## config.mk

```make
export PLATFORM = sky130hd
export DESIGN_NAME = cache_dre_refill_ctrl
export DESIGN_NICKNAME = d
export VERILOG_FILES = /design/src/rtl/cache_dre_refill_ctrl.sv
export SDC_FILE = /design/constraint.sdc
export NUM_CORES = 1
export LEC_CHECK = 0
export BUFFER_PORTS_ARGS = -buffer_cell sky130_fd_sc_hd__buf_2
export CAP_MARGIN = 5
export CORE_MARGIN = 10
export CORE_UTILIZATION = 42
export CTS_BUF_LIST = sky130_fd_sc_hd__clkbuf_8
export DETAILED_ROUTE_END_ITERATION = 6
export PLACE_DENSITY_LB_ADDON = 0.2
export SYNTH_ARGS = -nofsm -noshare
export SYNTH_HDL_FRONTEND = slang
export SYNTH_SLANG_ARGS = --single-unit
```

## constraint.sdc

```tcl
create_clock -name clk -period 2.1 [get_ports clk]
set_clock_uncertainty 0.05 [all_clocks]
set_input_delay 0.42 -clock clk [delete_from_list [all_inputs] [get_ports clk]]
set_output_delay 0.42 -clock clk [all_outputs]
set_load 0.01 [all_outputs]
```

## src/rtl/cache_dre_refill_ctrl.sv

```systemverilog
// Refill-side sequencer for the cache DRE (byte-readable) table: clears the target
// line's readable bits, then marks each word readable as its refill beat lands.
//
// state | meaning
// ------+---------------------------------------------------------------
// IDLE  | port owned by read/write side; waiting for a refill command
// CLEAR | writing 0x00 to every DRE pair entry of the line, one per cycle
// FILL  | one DRE write per refill beat; abort ends the line early
// DONE  | one-cycle completion pulse; port handed back
module cache_dre_refill_ctrl #(
    parameter int ADDR_WIDTH = 8,
    parameter int LINE_WORDS = 8
) (
    input  logic                  clk,
    input  logic                  rst,
    input  logic                  rw_idle,
    input  logic                  cmd_valid,
    output logic                  cmd_ready,
    input  logic [1:0]            cmd_channel,
    input  logic [ADDR_WIDTH-1:0] cmd_addr,
    input  logic                  beat_valid,
    output logic                  beat_ready,
    input  logic                  abort,
    output logic                  done,
    output logic                  sel,
    output logic [ADDR_WIDTH-1:0] dre_readAddress,
    output logic [ADDR_WIDTH-1:0] dre_writeAddress,
    output logic [1:0]            dre_readChannel,
    output logic [1:0]            dre_writeChannel,
    output logic                  dre_writeEnable,
    output logic [7:0]            dre_writeData,
    input  logic [7:0]            dre_readData
);

    localparam int CNT_W = (LINE_WORDS > 1) ? $clog2(LINE_WORDS) : 1;
    localparam logic [CNT_W-1:0]      LAST_BEAT = CNT_W'(LINE_WORDS - 1);
    localparam logic [CNT_W-1:0]      LAST_PAIR = CNT_W'(LINE_WORDS - 2);
    localparam logic [ADDR_WIDTH-1:0] LINE_MASK = ADDR_WIDTH'(LINE_WORDS - 1);

    typedef enum logic [1:0] {IDLE, CLEAR, FILL, DONE} state_t;

    state_t                  state;
    state_t                  stateNext;
    logic [ADDR_WIDTH-1:0]   base;
    logic [1:0]              ch;
    logic [CNT_W-1:0]        cnt;
    logic                    cmdAccept;
    logic                    beatAccept;
    logic [ADDR_WIDTH-1:0]   writeAddr;

    // Read data is never consumed here; the refill side only writes the table.
    logic unusedReadData;
    assign unusedReadData = ^dre_readData;

    assign cmdAccept  = (state == IDLE) && cmd_valid && rw_idle;
    assign beatAccept = (state == FILL) && beat_valid;

    always_ff @(posedge clk or posedge rst) begin
        if (rst) begin
            state <= IDLE;
        end else begin
            state <= stateNext;
        end
    end

    always_comb begin
        stateNext = state;
        case (state)
            IDLE:    if (cmdAccept) stateNext = CLEAR;
            CLEAR:   if (cnt == LAST_PAIR) stateNext = FILL;
            FILL:    if (abort || (beat_valid && (cnt == LAST_BEAT))) stateNext = DONE;
            DONE:    stateNext = IDLE;
            default: stateNext = IDLE;
        endcase
    end

    always_ff @(posedge clk or posedge rst) begin
        if (rst) begin
            base <= '0;
            ch   <= '0;
            cnt  <= '0;
        end else begin
            if (cmdAccept) begin
                base <= cmd_addr & ~LINE_MASK;
                ch   <= cmd_channel;
                cnt  <= '0;
            end else if (state == CLEAR) begin
                cnt <= (cnt == LAST_PAIR) ? '0 : cnt + CNT_W'(2);
            end else if (beatAccept) begin
                cnt <= cnt + CNT_W'(1);
            end
        end
    end

    always_comb begin
        cmd_ready       = 1'b0;
        beat_ready      = 1'b0;
        done            = 1'b0;
        sel             = 1'b0;
        dre_writeEnable = 1'b0;
        dre_writeData   = 8'h00;
        writeAddr       = base | ADDR_WIDTH'(cnt);
        case (state)
            IDLE: begin
                cmd_ready = rw_idle;
            end
            CLEAR: begin
                sel             = 1'b1;
                dre_writeEnable = 1'b1;
                writeAddr       = base | ADDR_WIDTH'(cnt & ~CNT_W'(1));
            end
            FILL: begin
                sel             = 1'b1;
                beat_ready      = 1'b1;
                dre_writeEnable = beat_valid;
                // Odd word rewrites the whole pair so its in-order even partner stays readable.
                dre_writeData   = cnt[0] ? 8'hFF : 8'h0F;
            end
            DONE: begin
                done = 1'b1;
            end
            default: begin
                cmd_ready = 1'b0;
            end
        endcase
    end

    assign dre_readAddress  = writeAddr;
    assign dre_writeAddress = writeAddr;
    assign dre_readChannel  = ch;
    assign dre_writeChannel = ch;

endmodule

```

Yosys cells after proc, flatten, opt, wreduce, memory -nomap -nowiden
Cells that the tools add are included.
{"block": "classes", "bitwise": 2, "addsub": 2, "reduce_logical": 9, "eq_ne": 8, "mux": 16}
{"operator": "$mux W8", "n": 3}
{"operator": "$or A8 B3 Y8", "n": 2}
{"operator": "$mux W3", "n": 4}
{"operator": "$pmux W2 S4", "n": 1}
{"operator": "$eq A3 B3 Y1 const B", "n": 2}
{"operator": "$mux W2", "n": 3}
{"operator": "$eq A2 B2 Y1 const B", "n": 2}
{"operator": "$logic_and A1 B1 Y1", "n": 4}
{"operator": "$mux W1", "n": 4}
{"operator": "$ne A2 B2 Y1 const B", "n": 2}
{"operator": "$add A3 B1 Y3 const B", "n": 1}
{"operator": "$add A3 B2 Y3 const B", "n": 1}
{"operator": "$reduce_and A3 Y1", "n": 1}
{"operator": "$reduce_bool A3 Y1", "n": 1}
{"operator": "$eq A2 B1 Y1 const B", "n": 1}
{"operator": "$logic_not A2 Y1", "n": 1}
{"operator": "$ne A2 B1 Y1 const B", "n": 1}
{"operator": "$pmux W1 S2", "n": 1}
{"operator": "$reduce_or A2 Y1", "n": 1}
{"operator": "$logic_or A1 B1 Y1", "n": 1}
{"block": "totals", "ff_bits": 12, "in_bits": 24, "elab_cells": 41, "out_inout_bits": 33}

Depth between registers and ports, before layout
{"block": "depth", "word_depth": 5, "depth_mapped": 5, "mapped_depth_nobuf": 5}

Least setup slack after synthesis
OpenSTA, ideal clock, no wires.
{"block": "synth_path", "path_kind": "register to output", "start": "register state[0]", "end": "output dre_writeData[5]", "required_time_ps": 1630, "path_stages_with_launch": 5, "path_buffers": 1, "path_slack_ps": 375, "t_arrival_ps": 1255, "cell_sequence": "dfrtp_1 -> inv_1 -> ha_1 -> and2_1 -> buf_4"}
{"block": "synth_via", "elab_chain_cells": 2}
{"element": "from (decl)", "line": "42", "rtl": "state_t state;"}
{"element": "from (signal assigned)", "line": "62", "rtl": "state <= stateNext;"}
{"element": "$eq A2 B2 Y1", "line": "103", "rtl": "case (state)"}
{"element": "$mux W8", "line": "103"}
{"element": "to (decl)", "line": "31", "rtl": "output logic [7:0] dre_writeData,"}
No other way between the ends.

Worst setup path after layout
{"block": "layout_path", "start": "register state[0]", "end": "output dre_writeData[7]"}
The elaborated chain is that of the path after synthesis.

==> impl_metrics.ini <==
[setup_path]
setup.worst_path.class = flop to primary output
critical_path_arrival_ns = 1.42
timing.critical_path.from_type = flop
setup.worst_path.end_class = primary output
cp_max_fo = 10
timing.critical_path.required_ns = 1.63

[logic_synthesis]
number_of_nets_produced_by_synthesis = 108
synthCells = 77
synth_async_sr_flop_share_pct = 100
ys.flop_type = sky130_fd_sc_hd__dfrtp_1
synth.cell_area_um2 = 810
synth-edff-count = 0
post_synth_num_cell_types = 24
synth_commonest_cells = 19 x sky130_fd_sc_hd__buf_4, 12 x sky130_fd_sc_hd__dfrtp_1, 8 x sky130_fd_sc_hd__mux2_1
synthDominantCellAreaShare_pct = 37.1
synth.yosys.warnings = 0
ys_seq_elements = 12
synthMostInstantiatedCell = sky130_fd_sc_hd__buf_4
netlist.top_cell.by_area = sky130_fd_sc_hd__dfrtp_1
mean_instance_size_in_the_synthesized_netlist_um2 = 10.5
synth.yosys.seq_area_share_pct = 37.1
synth.area.top_cells = sky130_fd_sc_hd__dfrtp_1 37%, sky130_fd_sc_hd__buf_4 18%, sky130_fd_sc_hd__mux2_1 11%

[sta]
worst_slew_margin_rel_pct = 69.5
final_report_setup_violation_count = 0
setup_tns_ns = 0
hold_violations = 0
worst_max_slew_pin_slew_ns = 0.457
timing.final.max_slew_violations = 0
clock.fmax_mhz = 528
period_needed_ns = 1.89
unrepaired_setup_endpoints_after_global_routing = false
fin_hold_ws_ns = 0.133
finalCritPeriodShare_pct = 90.2

[drt]
detailedRoute.firstPassIterationCount = 4
wl_per_cell_um = 13.3
routed-via-count = 603
drc_errors = 0
routed_via_density = 4.57
wirelength_um = 1750
antenna_violating_nets_post_route = 0
drt_first_iter_violations = 9

[floorplanning]
fp.coreArea_um2 = 1780
i_o_pin_count = 57
start_util_pct = 45.4
std_cell_rows = 15
die_w_um = 63.9
chipHeight_um = 63.9
die-area_um2 = 4080

[global_route]
grt_pass1_wl_um = 2820
globalRoute.busiestLayer = met2
grt_start_max_net_pins = 13
grtUsageMet2_pct = 15.0
grt_remaining_overflow = 0
number_of_global_route_vias_before_repair = 602
antenna_found_initial = 0
grtUsageTotal_pct = 8.29
grt_use_met3_pct = 4.88
grt_util_met1_pct = 8.20

[final_layout]
fin_nets = 139
fillerInstances = 183
num_antenna_cells = 0
final_layout_size_suffix_gt1_share_pct = 50.5
area_added_between_synthesis_and_finish_pct = 21.6

[clock_network]
clkTransAtPathRegs_ns = 0.05
clk_path_buf_depth = 2
cts_setup_buffers = 0
cts_tree = built
clockRootBuffer = sky130_fd_sc_hd__clkbuf_8
clock_latency_ns = 0.23
numCtsBuffers = 3
clkSinkCount = 12
htree_levels = 1

[status]
status = completed

[pwr]
static-leakage-power_uw = 0.000543
power_per_cell_area_nw_per_um2 = 1660
vdd_drop_max_uv = 866

[worst_hold_path]
holdCritPathClass = primary input to asynchronous set/reset pin

[place]
gp_congestion = 0.762
hpwlAfterDp_um = 1500
buffer_ports.inserted = 45

[job]
maxCapViolCount = 0
-- repair_timing --
action | in CTS | in global routing
gates resized for setup | 0 | 1
hold buffers | 0 | 0
setup endpoints to repair | 0 | 1
-- area by class of cell --
type / count / area, um2 / share of cell area, %
clock buffer: 4 / 55.1 / 5.59
inverter: 6 / 22.5 / 2.29
multi-input combinational: 39 / 343 / 34.8
sequential: 12 / 300 / 30.5
tap: 25 / 31.3 / 3.18
timing repair buffer: 46 / 233 / 23.6
-- registers in the layout (all words and copies together), names as in the netlist --
signal,count
base,5
dre_readChannel,2
cnt,3
state,2
-- kinds of logic (layout without fill, tap and decap cells) --
kind of cell	count (synthesis)	after routing	synth area share [%]
AO/OA/AOI/OAI	12	12	11.9
multiplexers	8	8	11.1
flip-flops	12	12	37.1
adder cells (fa/ha/maj)	7	7	10.8
buffers and inverters	26	56	21.0
AND/OR/NAND/NOR	12	12	8.04
-- metal layers --
layer  part of all wire (%)  up-vias
met1                     37      284
met4                      0        0
met3                    8.7        0
met2                     54       16
met5                      0        -
li1                       -      303
-- power by group --
part | switching, uW | internal, uW | total [uW]
Combinational | 509 | 438 | 947
Clock | 76.9 | 165 | 242
Sequential | 98.1 | 349 | 447
Total | 684 | 953 | 1640
-- worst paths after layout --
| check | from | to | slack (ns) | cells past startpoint |
|---|---|---|---|---|
| min reg2reg | dre_readChannel[1] | dre_readChannel[1] | 0.45 | 1 |
| min in group clk | cmd_addr[3] | base[3] | 0.35 | 2 |
| max | state[0] | dre_writeData[7] | 0.21 | 5 |
| max in group asynchronous | rst | state[0] | 1.55 | 2 |
| min | rst | dre_readChannel[0] | 0.13 | 2 |
| max reg2reg | state[1] | state[1] | 0.39 | 5 |
-- metrics by stage --
step	instances	worst slack, ns	power (uW)	utilization [%]	area [um2]
final	132	0.206	1640	55.2	985
after floorplan	77	0.375	1230	-	810
after detailed placement	128	0.338	1420	51.9	926
after global routing	132	0.0614	1790	55.2	985
after global placement	128	0.341	1400	51.9	926
after CTS	132	0.0731	1670	55.0	981
-- critical path, cell delays in order (launching register included) --
cell and delay, ns:
sky130_fd_sc_hd__dfrtp_1 0.39, sky130_fd_sc_hd__inv_1 0.08, sky130_fd_sc_hd__ha_1 0.22, sky130_fd_sc_hd__buf_4 0.17
sky130_fd_sc_hd__and2_1 0.18, sky130_fd_sc_hd__buf_2 0.14
-- cells in the final DEF, fill, tap and decap left out --
master                     netlist  layout
sky130_fd_sc_hd__a211oi_1        1       1
sky130_fd_sc_hd__a21boi_0        1       1
sky130_fd_sc_hd__a21boi_2        1       1
sky130_fd_sc_hd__a21oi_1         3       2
sky130_fd_sc_hd__a21oi_2         1       2
sky130_fd_sc_hd__a311o_1         1       1
sky130_fd_sc_hd__a311oi_2        1       1
sky130_fd_sc_hd__a31oi_1         1       1
sky130_fd_sc_hd__and2_1          2       2
sky130_fd_sc_hd__and3_1          1       1
sky130_fd_sc_hd__buf_2           1      45
sky130_fd_sc_hd__buf_4          19       1
sky130_fd_sc_hd__clkbuf_8        0       4
sky130_fd_sc_hd__dfrtp_1        12      12
sky130_fd_sc_hd__ha_1            7       7
sky130_fd_sc_hd__inv_1           6       6
sky130_fd_sc_hd__mux2_1          8       8
sky130_fd_sc_hd__nand2_1         3       3
sky130_fd_sc_hd__nand2b_1        1       1
sky130_fd_sc_hd__nor2_1          2       2
sky130_fd_sc_hd__nor2b_1         1       1
sky130_fd_sc_hd__o21ai_1         1       1
sky130_fd_sc_hd__o32a_1          1       1
sky130_fd_sc_hd__or3_1           1       1
sky130_fd_sc_hd__or3b_1          1       1
Note: power is estimated with default switching activity, not from simulation.
